$ cat config.mk
export PLATFORM = sky130hd
export DESIGN_NAME = divergence_scheduler
export DESIGN_NICKNAME = d
export VERILOG_FILES = /design/src/rtl/gpu_pkg.sv /design/src/rtl/min_pc_select.sv /design/src/rtl/divergence_scheduler.sv
export SDC_FILE = /design/constraint.sdc
export NUM_CORES = 1
export LEC_CHECK = 0
export BUFFER_PORTS_ARGS = -buffer_cell sky130_fd_sc_hd__buf_2
export CAP_MARGIN = 20
export CORE_MARGIN = 2
export CORE_UTILIZATION = 50
export DETAILED_ROUTE_END_ITERATION = 8
export PLACE_DENSITY = 0.74
export SYNTH_ARGS = -nofsm -noshare
export SYNTH_HDL_FRONTEND = slang
export SYNTH_SLANG_ARGS = --single-unit
$ cat constraint.sdc
create_clock -name clk -period 7.5 [get_ports clk]
set_input_delay 0.75 -clock clk [delete_from_list [all_inputs] [get_ports clk]]
set_output_delay 0.75 -clock clk [all_outputs]
set_load 0.01 [all_outputs]
$ cat src/rtl/gpu_pkg.sv
// ----------------------------------------------------------------------------
// gpu_pkg
// Shared types and default sizes for the SIMT divergence scheduler.
//   sched_state_t : scheduler FSM states (IDLE/SELECT/READY/DONE)
//   DEF_*         : default geometry used by the scheduler parameters
//   thread_mask_t : one bit per thread at the default block size
// ----------------------------------------------------------------------------
package gpu_pkg;

  localparam int DEF_THREADS  = 4;
  localparam int DEF_PC_BITS  = 8;
  localparam int DEF_CNT_BITS = 8;

  typedef logic [DEF_THREADS-1:0] thread_mask_t;

  typedef enum logic [1:0] {
    IDLE   = 2'd0,
    SELECT = 2'd1,
    READY  = 2'd2,
    DONE   = 2'd3
  } sched_state_t;

endpackage

$ cat src/rtl/min_pc_select.sv
// ----------------------------------------------------------------------------
// min_pc_select
// Combinational argmin over the per-thread PCs of the live threads.
// Ports:
//   thread_pc_i  : per-thread program counters
//   live_mask_i  : threads that have not retired
//   min_pc_o     : smallest PC among live threads (all ones when none live)
//   eq_mask_o    : live threads whose PC equals min_pc_o (zero when none live)
// ----------------------------------------------------------------------------
module min_pc_select #(
  parameter int THREADS_PER_BLOCK = 4,
  parameter int PC_BITS           = 8
) (
  input  logic [THREADS_PER_BLOCK-1:0][PC_BITS-1:0] thread_pc_i,
  input  logic [THREADS_PER_BLOCK-1:0]              live_mask_i,
  output logic [PC_BITS-1:0]                        min_pc_o,
  output logic [THREADS_PER_BLOCK-1:0]              eq_mask_o
);

  logic [PC_BITS-1:0] run_min;

  // Starting the reduction at all ones means a block whose only live PC is
  // all ones still selects it, and an empty block yields an empty eq_mask
  // without needing a separate "found" flag.
  always_comb begin
    run_min = '1;
    for (int i = 0; i < THREADS_PER_BLOCK; i++) begin
      if (live_mask_i[i] && (thread_pc_i[i] < run_min)) begin
        run_min = thread_pc_i[i];
      end
    end
  end

  // Every live thread sitting at the minimum is issued together; this is
  // what lets diverged threads reconverge without any explicit stack.
  always_comb begin
    eq_mask_o = '0;
    for (int i = 0; i < THREADS_PER_BLOCK; i++) begin
      eq_mask_o[i] = live_mask_i[i] && (thread_pc_i[i] == run_min);
    end
  end

  assign min_pc_o = run_min;

endmodule

$ cat src/rtl/divergence_scheduler.sv
// ----------------------------------------------------------------------------
// divergence_scheduler
// Per-core SIMT scheduler that lets the threads of one block hold different
// PCs. Each round it issues the minimum PC among live threads together with
// the mask of threads sitting at that PC.
// Ports:
//   clk              : core clock
//   reset            : asynchronous active-low reset
//   start            : launch pulse, honoured in IDLE and DONE
//   thread_count     : number of threads enabled, sampled with start
//   update_valid     : UPDATE-stage pulse, honoured in READY only
//   decoded_ret      : issued instruction is RET
//   next_pc          : per-thread next PC from the PC units
//   current_pc       : PC to fetch
//   active_mask      : threads executing current_pc
//   pc_valid         : current_pc/active_mask may be fetched
//   done             : all enabled threads retired
//   divergence_count : saturating count of issues that left threads behind
// ----------------------------------------------------------------------------
module divergence_scheduler
  import gpu_pkg::*;
#(
  parameter int THREADS_PER_BLOCK = DEF_THREADS,
  parameter int PC_BITS           = DEF_PC_BITS,
  parameter int CNT_BITS          = DEF_CNT_BITS
) (
  input  logic                                      clk,
  input  logic                                      reset,
  input  logic                                      start,
  input  logic [$clog2(THREADS_PER_BLOCK):0]        thread_count,
  input  logic                                      update_valid,
  input  logic                                      decoded_ret,
  input  logic [THREADS_PER_BLOCK-1:0][PC_BITS-1:0] next_pc,
  output logic [PC_BITS-1:0]                        current_pc,
  output logic [THREADS_PER_BLOCK-1:0]              active_mask,
  output logic                                      pc_valid,
  output logic                                      done,
  output logic [CNT_BITS-1:0]                       divergence_count
);

  localparam int TC_BITS = $clog2(THREADS_PER_BLOCK) + 1;

  sched_state_t                              state_q;
  logic [THREADS_PER_BLOCK-1:0][PC_BITS-1:0] thread_pc_q;
  logic [THREADS_PER_BLOCK-1:0]              live_q;
  logic [PC_BITS-1:0]                        current_pc_q;
  logic [THREADS_PER_BLOCK-1:0]              active_q;
  logic                                      pc_valid_q;
  logic                                      done_q;
  logic [CNT_BITS-1:0]                       div_q;

  logic [TC_BITS-1:0]                        clamped_count;
  logic [THREADS_PER_BLOCK-1:0]              launch_mask_d;
  logic [CNT_BITS-1:0]                       div_d;
  logic [PC_BITS-1:0]                        sel_min_pc;
  logic [THREADS_PER_BLOCK-1:0]              sel_eq_mask;

  // thread_count is one bit wider than needed, so values above the block
  // size are clamped before building the launch mask.
  always_comb begin
    clamped_count = thread_count;
    if (thread_count > TC_BITS'(THREADS_PER_BLOCK)) begin
      clamped_count = TC_BITS'(THREADS_PER_BLOCK);
    end
    launch_mask_d = '0;
    for (int i = 0; i < THREADS_PER_BLOCK; i++) begin
      launch_mask_d[i] = (TC_BITS'(i) < clamped_count);
    end
  end

  // The divergence counter sticks at all ones instead of wrapping.
  assign div_d = (&div_q) ? div_q : div_q + CNT_BITS'(1);

  min_pc_select #(
    .THREADS_PER_BLOCK (THREADS_PER_BLOCK),
    .PC_BITS           (PC_BITS)
  ) u_min_pc_select (
    .thread_pc_i (thread_pc_q),
    .live_mask_i (live_q),
    .min_pc_o    (sel_min_pc),
    .eq_mask_o   (sel_eq_mask)
  );

  // Scheduler FSM. All outputs are registered here so the core sees stable
  // values for the whole READY window.
  always_ff @(posedge clk or negedge reset) begin
    if (!reset) begin
      state_q      <= IDLE;
      thread_pc_q  <= '0;
      live_q       <= '0;
      current_pc_q <= '0;
      active_q     <= '0;
      pc_valid_q   <= 1'b0;
      done_q       <= 1'b0;
      div_q        <= '0;
    end else begin
      case (state_q)
        IDLE, DONE: begin
          if (start) begin
            thread_pc_q <= '0;
            live_q      <= launch_mask_d;
            div_q       <= '0;
            pc_valid_q  <= 1'b0;
            if (launch_mask_d == '0) begin
              done_q  <= 1'b1;
              state_q <= DONE;
            end else begin
              done_q  <= 1'b0;
              state_q <= SELECT;
            end
          end
        end

        SELECT: begin
          if (live_q == '0) begin
            done_q     <= 1'b1;
            pc_valid_q <= 1'b0;
            active_q   <= '0;
            state_q    <= DONE;
          end else begin
            current_pc_q <= sel_min_pc;
            active_q     <= sel_eq_mask;
            pc_valid_q   <= 1'b1;
            if (sel_eq_mask != live_q) begin
              div_q <= div_d;
            end
            state_q <= READY;
          end
        end

        READY: begin
          if (update_valid) begin
            // Only threads that executed this instruction move; a RET
            // retires them instead of advancing their PC.
            for (int i = 0; i < THREADS_PER_BLOCK; i++) begin
              if (active_q[i]) begin
                if (decoded_ret) begin
                  live_q[i] <= 1'b0;
                end else begin
                  thread_pc_q[i] <= next_pc[i];
                end
              end
            end
            pc_valid_q <= 1'b0;
            state_q    <= SELECT;
          end
        end

        default: begin
          state_q <= IDLE;
        end
      endcase
    end
  end

  assign current_pc       = current_pc_q;
  assign active_mask      = active_q;
  assign pc_valid         = pc_valid_q;
  assign done             = done_q;
  assign divergence_count = div_q;

endmodule

After elaboration in Yosys (flattened, before gate mapping). Cells that the tools add are included.

Bits in writable memories: 0. Memories kept: 0. Bits in latches: 0. Flip-flop bits (word level): 60. Logic and storage cells: 115. Memory bits (read-only): 0.

Shifts and indexed selects: 0. Bitwise gates (word level): 1. $add $sub $neg: 1. Equal/unequal tests: 20. Div/mod/pow operators: 0. Multiply operators: 0. Muxes and demuxes: 43. Reductions and logical operators: 27. Magnitude comparators: 9.

Operator list (number): 2-to-1 mux 8 bit (16); 2-to-1 mux 32 bit (2); one-hot mux 32 bit (2 select lines) (1); AND reduction 5 bit (9); == test 8 bit (4); less-than comparator 8 bit (3); inequality test 2 bit (second input constant) (12); one-hot mux 8 bit (2 select lines) (1); 2-to-1 mux 1 bit (12); 2-to-1 mux 4 bit (3); adder 8 x 1 -> 8 bit (second input constant) (1); logical AND 1 bit (8); logical NOT 4 bit (2); less-than comparator 8 bit (second input constant) (1); one-hot mux 4 bit (2 select lines) (1); AND reduction 8 bit (1); less-than comparator 1 x 3 -> 1 bit (first input constant) (2); less-than comparator 2 x 3 -> 1 bit (first input constant) (2); 2-to-1 mux 2 bit (3); one-hot mux 2 bit (3 select lines) (1); == test 2 bit (second input constant) (2); inequality test 4 bit (1); AND reduction 2 bit (2); nonzero test 2 bit (2); 9 further kinds (9).

Logic depth before layout (Yosys ltp).
Depth in word-level cells: 18. Gate-level depth with buffers: 37. Gate-level depth less buffers: 30.

Modules after synthesis. From an unflattened synthesis, not the netlist that was laid out.

Cell total of the unflattened synthesis: 524. Area, all modules: 4718.3 um^2.

Modules (own cells, without submodules): divergence_scheduler (area an instance 2860.2 um^2, cells an instance 283, times used 1); min_pc_select (area an instance 1858.0 um^2, cells an instance 241, times used 1).

Worst setup path before layout. OpenSTA, ideal clock, no wires.

Path kind: register to register. Start point: register live_q[0]. End point: register div_q[7] (netlist: divergence_count[7]). Arrival: 7.116 ns. Path buffers: 7. Slack: 0.307 ns. Required time: 7.423 ns. Stages on the path, launching flop included: 37. Period minus slack after synthesis: 7.193 ns. Cell sequence: dfrtp_1 > buf_6 > buf_2 > nor2b_1 > ha_1 > and4b_1 > o21a_1 > or3_1 > buf_2 > o21ai_0 > o21ai_0 > ha_1 > and3_1 > a22o_1 > o21ai_0 > nand3b_1 > a211oi_4 > o21a_1 > buf_6 > o22a_1 > buf_2 > ha_1 > a2111oi_0 > o21ai_0 > o21ai_0 > nor2b_1 > o2111a_1 > a221oi_2 > buf_6 > mux2_1 > xor2_1 > o211ai_1 > o41ai_1 > and4_1 > buf_6 > or3_1 > a21oi_1.

Word-level cells in the longest chain between the ends: 16. Elaborated cells on any way between the ends: 24.

RTL lines: from (decl) (line divergence_scheduler.sv:45) `logic [THREADS_PER_BLOCK-1:0] live_q;`; from (signal assigned) (line divergence_scheduler.sv:101) `live_q <= launch_mask_d;`; logical AND 1 bit (line min_pc_select.sv:28) `if (live_mask_i[i] && (thread_pc_i[i] < run_min)) begin`; 2-to-1 mux 8 bit (line min_pc_select.sv:28); less-than comparator 8 bit (line min_pc_select.sv:28); logical AND 1 bit (line min_pc_select.sv:28); 2-to-1 mux 8 bit (line min_pc_select.sv:28); less-than comparator 8 bit (line min_pc_select.sv:28); logical AND 1 bit (line min_pc_select.sv:28); 2-to-1 mux 8 bit (line min_pc_select.sv:28); less-than comparator 8 bit (line min_pc_select.sv:28); logical AND 1 bit (line min_pc_select.sv:28); 2-to-1 mux 8 bit (line min_pc_select.sv:28); == test 8 bit (line min_pc_select.sv:39) `eq_mask_o[i] = live_mask_i[i] && (thread_pc_i[i] == run_min);`; logical AND 1 bit (line min_pc_select.sv:39); inequality test 4 bit (line divergence_scheduler.sv:124) `if (sel_eq_mask != live_q) begin`; inequality test 2 bit (no source line); AND reduction 5 bit (no source line) *; to (signal assigned) (line divergence_scheduler.sv:125) `div_q <= div_d;`; to (decl) (line divergence_scheduler.sv:50) `logic [CNT_BITS-1:0] div_q;`.

Mark *: on every way between the ends. The rest lies on a longest branch, timed or not. A chain may end at the register's enable or synchronous reset.

Worst setup path after layout. Same ends and word-level chain as after synthesis.

==> run summary <==
OUTCOME
-----------------------------------------------------------------------------------------------------------------
Result of the run                                                                                    complete, no violations

JOB
-----------------------------------------------------------------------------------------------------------------
# Max-Cap Violations                                                                                            0

TIMING
-----------------------------------------------------------------------------------------------------------------
Total count of max-transition violations in the final report                                                    0
Transition time at the pin with the least slew margin                                                     1071 ps
Final Hold Fails                                                                                                0
Final clock period utilization by the worst path                                                           96.21%
Highest Clock Rate                                                                                     0.1386 GHz
Setup violators final                                                                                           0
Unrepaired setup endpoints after global routing                                                                no
Hold WS                                                                                                  478.7 ps
Relative slew slack                                                                                        28.14%
Shortest period the worst path allows                                                                     7216 ps
Setup Skew                                                                                               11.25 ps

CLOCK NETWORK
-----------------------------------------------------------------------------------------------------------------
Number of levels the H-tree was split into                                                                      3
Master cell of the clock root buffer                                                                 sky130_fd_sc_hd__clkbuf_8
Number of hold buffers added after cts                                                                          0
TritonCTS Buffers                                                                                               9
Clock slew at reported path FFs                                                                             70 ps
Clock tree from TritonCTS                                                                                     yes
CTS sink count                                                                                                 60
Number of buffers on the longest clock path                                                                     2
Source-to-sink clock delay at the later pin of the worst-skew pair                                         340 ps

SYNTHESIS
-----------------------------------------------------------------------------------------------------------------
Post-Synthesis Cell Area                                                                                 4459 µm²
Part of the Yosys area used for sequential elements                                                        33.67%
Area share of the largest cell type after synthesis                                                        33.67%
Count of mapped cells out of synthesis                                                                        533
Cell accounting for the most synthesized area                                                        sky130_fd_sc_hd__dfrtp_1
Number of unique standard cell types used by synthesis                                                         70
Synth Net Count                                                                                               593
Cell with the most instances after synthesis                                                         sky130_fd_sc_hd__nand2_1
Count of warnings emitted by yosys                                                                              0
Fraction of synthesized cell area in xor and xnor cells                                                    3.928%
Mean Syn Cell Area                                                                                      8.366 µm²
Compound-Gate Fraction of Synth Area                                                                       26.29%
Combinational family with the most area after synthesis                                              compound AO/OA/AOI/OAI gates
Area fraction in and, or, nand and nor cells after synthesis                                               21.02%
Flip-flop and latch count after synthesis                                                                      60
Most common flop cell mapped by yosys                                                                sky130_fd_sc_hd__dfrtp_1
Top cells by instance count after synthesis                                                          sky130_fd_sc_hd__nand2_1, sky130_fd_sc_hd__o21ai_0, sky130_fd_sc_hd__dfrtp_1
Fraction of registers with async set or reset after synthesis                                              100.0%
Count of flip-flops with a built-in enable after synthesis                                                      0
Mux share of post-synthesis cell area                                                                      3.900%
Arithmetic-cell share of the synthesized area counting full adders, half adders and majority gates         5.612%
Main area contributors after synthesis                                                               sky130_fd_sc_hd__dfrtp_1, sky130_fd_sc_hd__nand2_1, sky130_fd_sc_hd__o21ai_0, sky130_fd_sc_hd__ha_1, sky130_fd_sc_hd__xnor2_1

FLOORPLANNING
-----------------------------------------------------------------------------------------------------------------
Core Footprint                                                                                           8678 µm²
Die Width                                                                                                98.44 µm
Std-Cell Rows                                                                                                  34
Initial standard-cell utilization of the core                                                              51.38%
Die outline height                                                                                       98.44 µm
Full die area                                                                                            9690 µm²
I/O pin cnt                                                                                                    62

FINAL LAYOUT
-----------------------------------------------------------------------------------------------------------------
Layout area overhead                                                                                       18.57%
Antenna diode instance count                                                                                    0
Number of fillers in the final layout                                                                         819
Layout net count                                                                                              669
Design Area, Final                                                                                       5288 µm²
Share of post-route cells with drive strength above 1                                                      23.82%

ROUTE
-----------------------------------------------------------------------------------------------------------------
Mean number of vias per cell                                                                                5.914
Vias                                                                                                         4264
Mean routed wirelength per cell                                                                          17.97 µm
Initial drt markers                                                                                           390
Residual DRC count                                                                                              0
Overall routed net length                                                                                12.96 mm
Number of detailed-routing iterations run before antenna repair                                                 5
Count of nets left with antenna violations after detail routing                                                 0

SETUP PATH
-----------------------------------------------------------------------------------------------------------------
Kind of end point of the critical path                                                                   register
Slowest-stage cell, CP                                                                               sky130_fd_sc_hd__dfrtp_2
Data required time of the critical path                                                                   7760 ps
Endpoint of the lowest-slack register-to-register path                                               divergence_count[7]
Worst Path Max Fanout                                                                                          11
Type of element launching the critical path                                                              register
Critical Path Most Common Cell                                                                       sky130_fd_sc_hd__o21ai_0
Beginning of the worst register-to-register path                                                        live_q[0]
Kind of critical path                                                                                     reg2reg
Arr. time, crit path                                                                                      7480 ps
CP max stage delay                                                                                         420 ps
Depth of the worst register-to-register path                                                                   31
Flop-to-flop setup slack                                                                                   280 ps

GLOBAL ROUTE
-----------------------------------------------------------------------------------------------------------------
Via count of the first global-routing pass                                                                   4070
Tot GR Track Use                                                                                           27.50%
Largest net degree at the start of global routing                                                              61
Number of antenna violations at the first check in global routing                                               0
Leftover overflow at the end of global routing                                                                  0
First-pass GRT wire length                                                                               21.31 mm

WORST HOLD PATH
-----------------------------------------------------------------------------------------------------------------
End of the worst hold path                                                                           current_pc[2]
Class of the tightest hold or removal check                                                               reg2reg
Startpoint of the worst hold path                                                                    current_pc[2]
Hold path cells                                                                                                 2

PLACEMENT
-----------------------------------------------------------------------------------------------------------------
Routability cong.                                                                                           1.042
# port buffers                                                                                                 61
HPWL after DPL                                                                                           9.822 mm
Dpl cell area                                                                                            4959 µm²

PWR
-----------------------------------------------------------------------------------------------------------------
Leakage power summed over all cells                                                                      2.339 nW
VDD IR-drop max                                                                                         0.2071 mV
Pwr dens                                                                                             521.4 nW/µm²
Total power consumption of the routed design                                                             2.757 mW

==> layout by cell type, fill, tap and decap left out, drive strengths merged, types with 4 or more instances in the layout <==
cell,netlist,final
a21oi,14,14
a22o,5,5
and3,7,7
buf,12,94
clkbuf,17,12
dfrtp,60,60
ha,20,20
inv,23,23
mux2,10,10
mux2i,5,5
nand2,105,105
nand2b,9,9
nand3,12,12
nand3b,8,8
nand4,4,4
nor2,19,19
nor2b,9,9
nor3,7,7
nor4,4,4
o211ai,12,12
o21a,4,4
o21ai,89,89
o22a,6,6
o22ai,5,5
xnor2,16,16
xor2,4,4
==> how the worst max path moves through the flow <==
stage / from / end / cells after the start
after floorplan: live_q[0] / divergence_count[7] / 36
after global placement: live_q[0] / divergence_count[7] / 30
after detailed placement: live_q[0] / divergence_count[3] / 32
after CTS: live_q[0] / divergence_count[3] / 33
after global routing: live_q[0] / divergence_count[7] / 32
final: live_q[0] / divergence_count[7] / 31
==> power breakdown <==
part | internal, mW | switching, mW
Sequential | 0.417 | 0.116
Clock | 0.213 | 0.137
Combinational | 0.756 | 1.12
==> final cells by class <==
cell class / count / area [µm²] / area share (%)
Timing Repair Buffer: 94 / 553.0 / 10.46
Multi-Input combinational cell: 420 / 2773 / 52.44
Clock buffer: 12 / 165.2 / 3.124
Clock inverter: 3 / 68.82 / 1.301
Tap cell: 108 / 135.1 / 2.556
Inverter: 24 / 90.09 / 1.704
Sequential cell: 60 / 1503 / 28.42
==> flip-flops by register name, summed over array words and instances (netlist names) <==
name / count
thread_pc_q: 32
current_pc: 8
divergence_count: 8
active_mask: 4
live_q: 4
state_q: 2
done: 1
pc_valid: 1
==> critical path, delay by kind of cell (launching register included) <==
family | cells | cell delay, ps
multiplexers | 2 | 720
AO/OA/AOI/OAI | 14 | 2390
flip-flops | 1 | 420
adder cells (fa/ha/maj) | 3 | 900
buffers and inverters | 2 | 420
AND/OR/NAND/NOR | 10 | 2290
==> kinds of logic after synthesis <==
group,after synthesis
and+or+nand+nor,194
AOI/OAI and AO/OA,171
DFF,60
buffers and inverters,53
xor gates and xnor gates,20
adders and majority gates,20
muxes,15
==> timing repair <==
action | CTS | global route
setup buffers | 0 | 3
gates resized for setup | 1 | 15
setup endpoints to repair | 8 | 8
pin swaps | 0 | 1
==> stage by stage <==
step | utilization [%] | cells | TNS (ps) | worst slack (ps)
2_1_floorplan | - | 533 | 0 | 306.7
6_report | 60.93 | 721 | 0 | 284.2
5_1_grt | 60.93 | 721 | 0 | 4.037
3_5_place_dp | 57.14 | 702 | -476.1 | -75.01
3_3_place_gp | 57.14 | 702 | -31.26 | -24.85
4_1_cts | 59.96 | 717 | 0 | 12.59
==> routing by layer <==
layer	wire length [µm]	track usage, %
met1	6050	41.84
met2	5589	39.82
met3	985	4.468
met4	334	9.273
met5	0	0
Power figures use the tool's default switching activity.
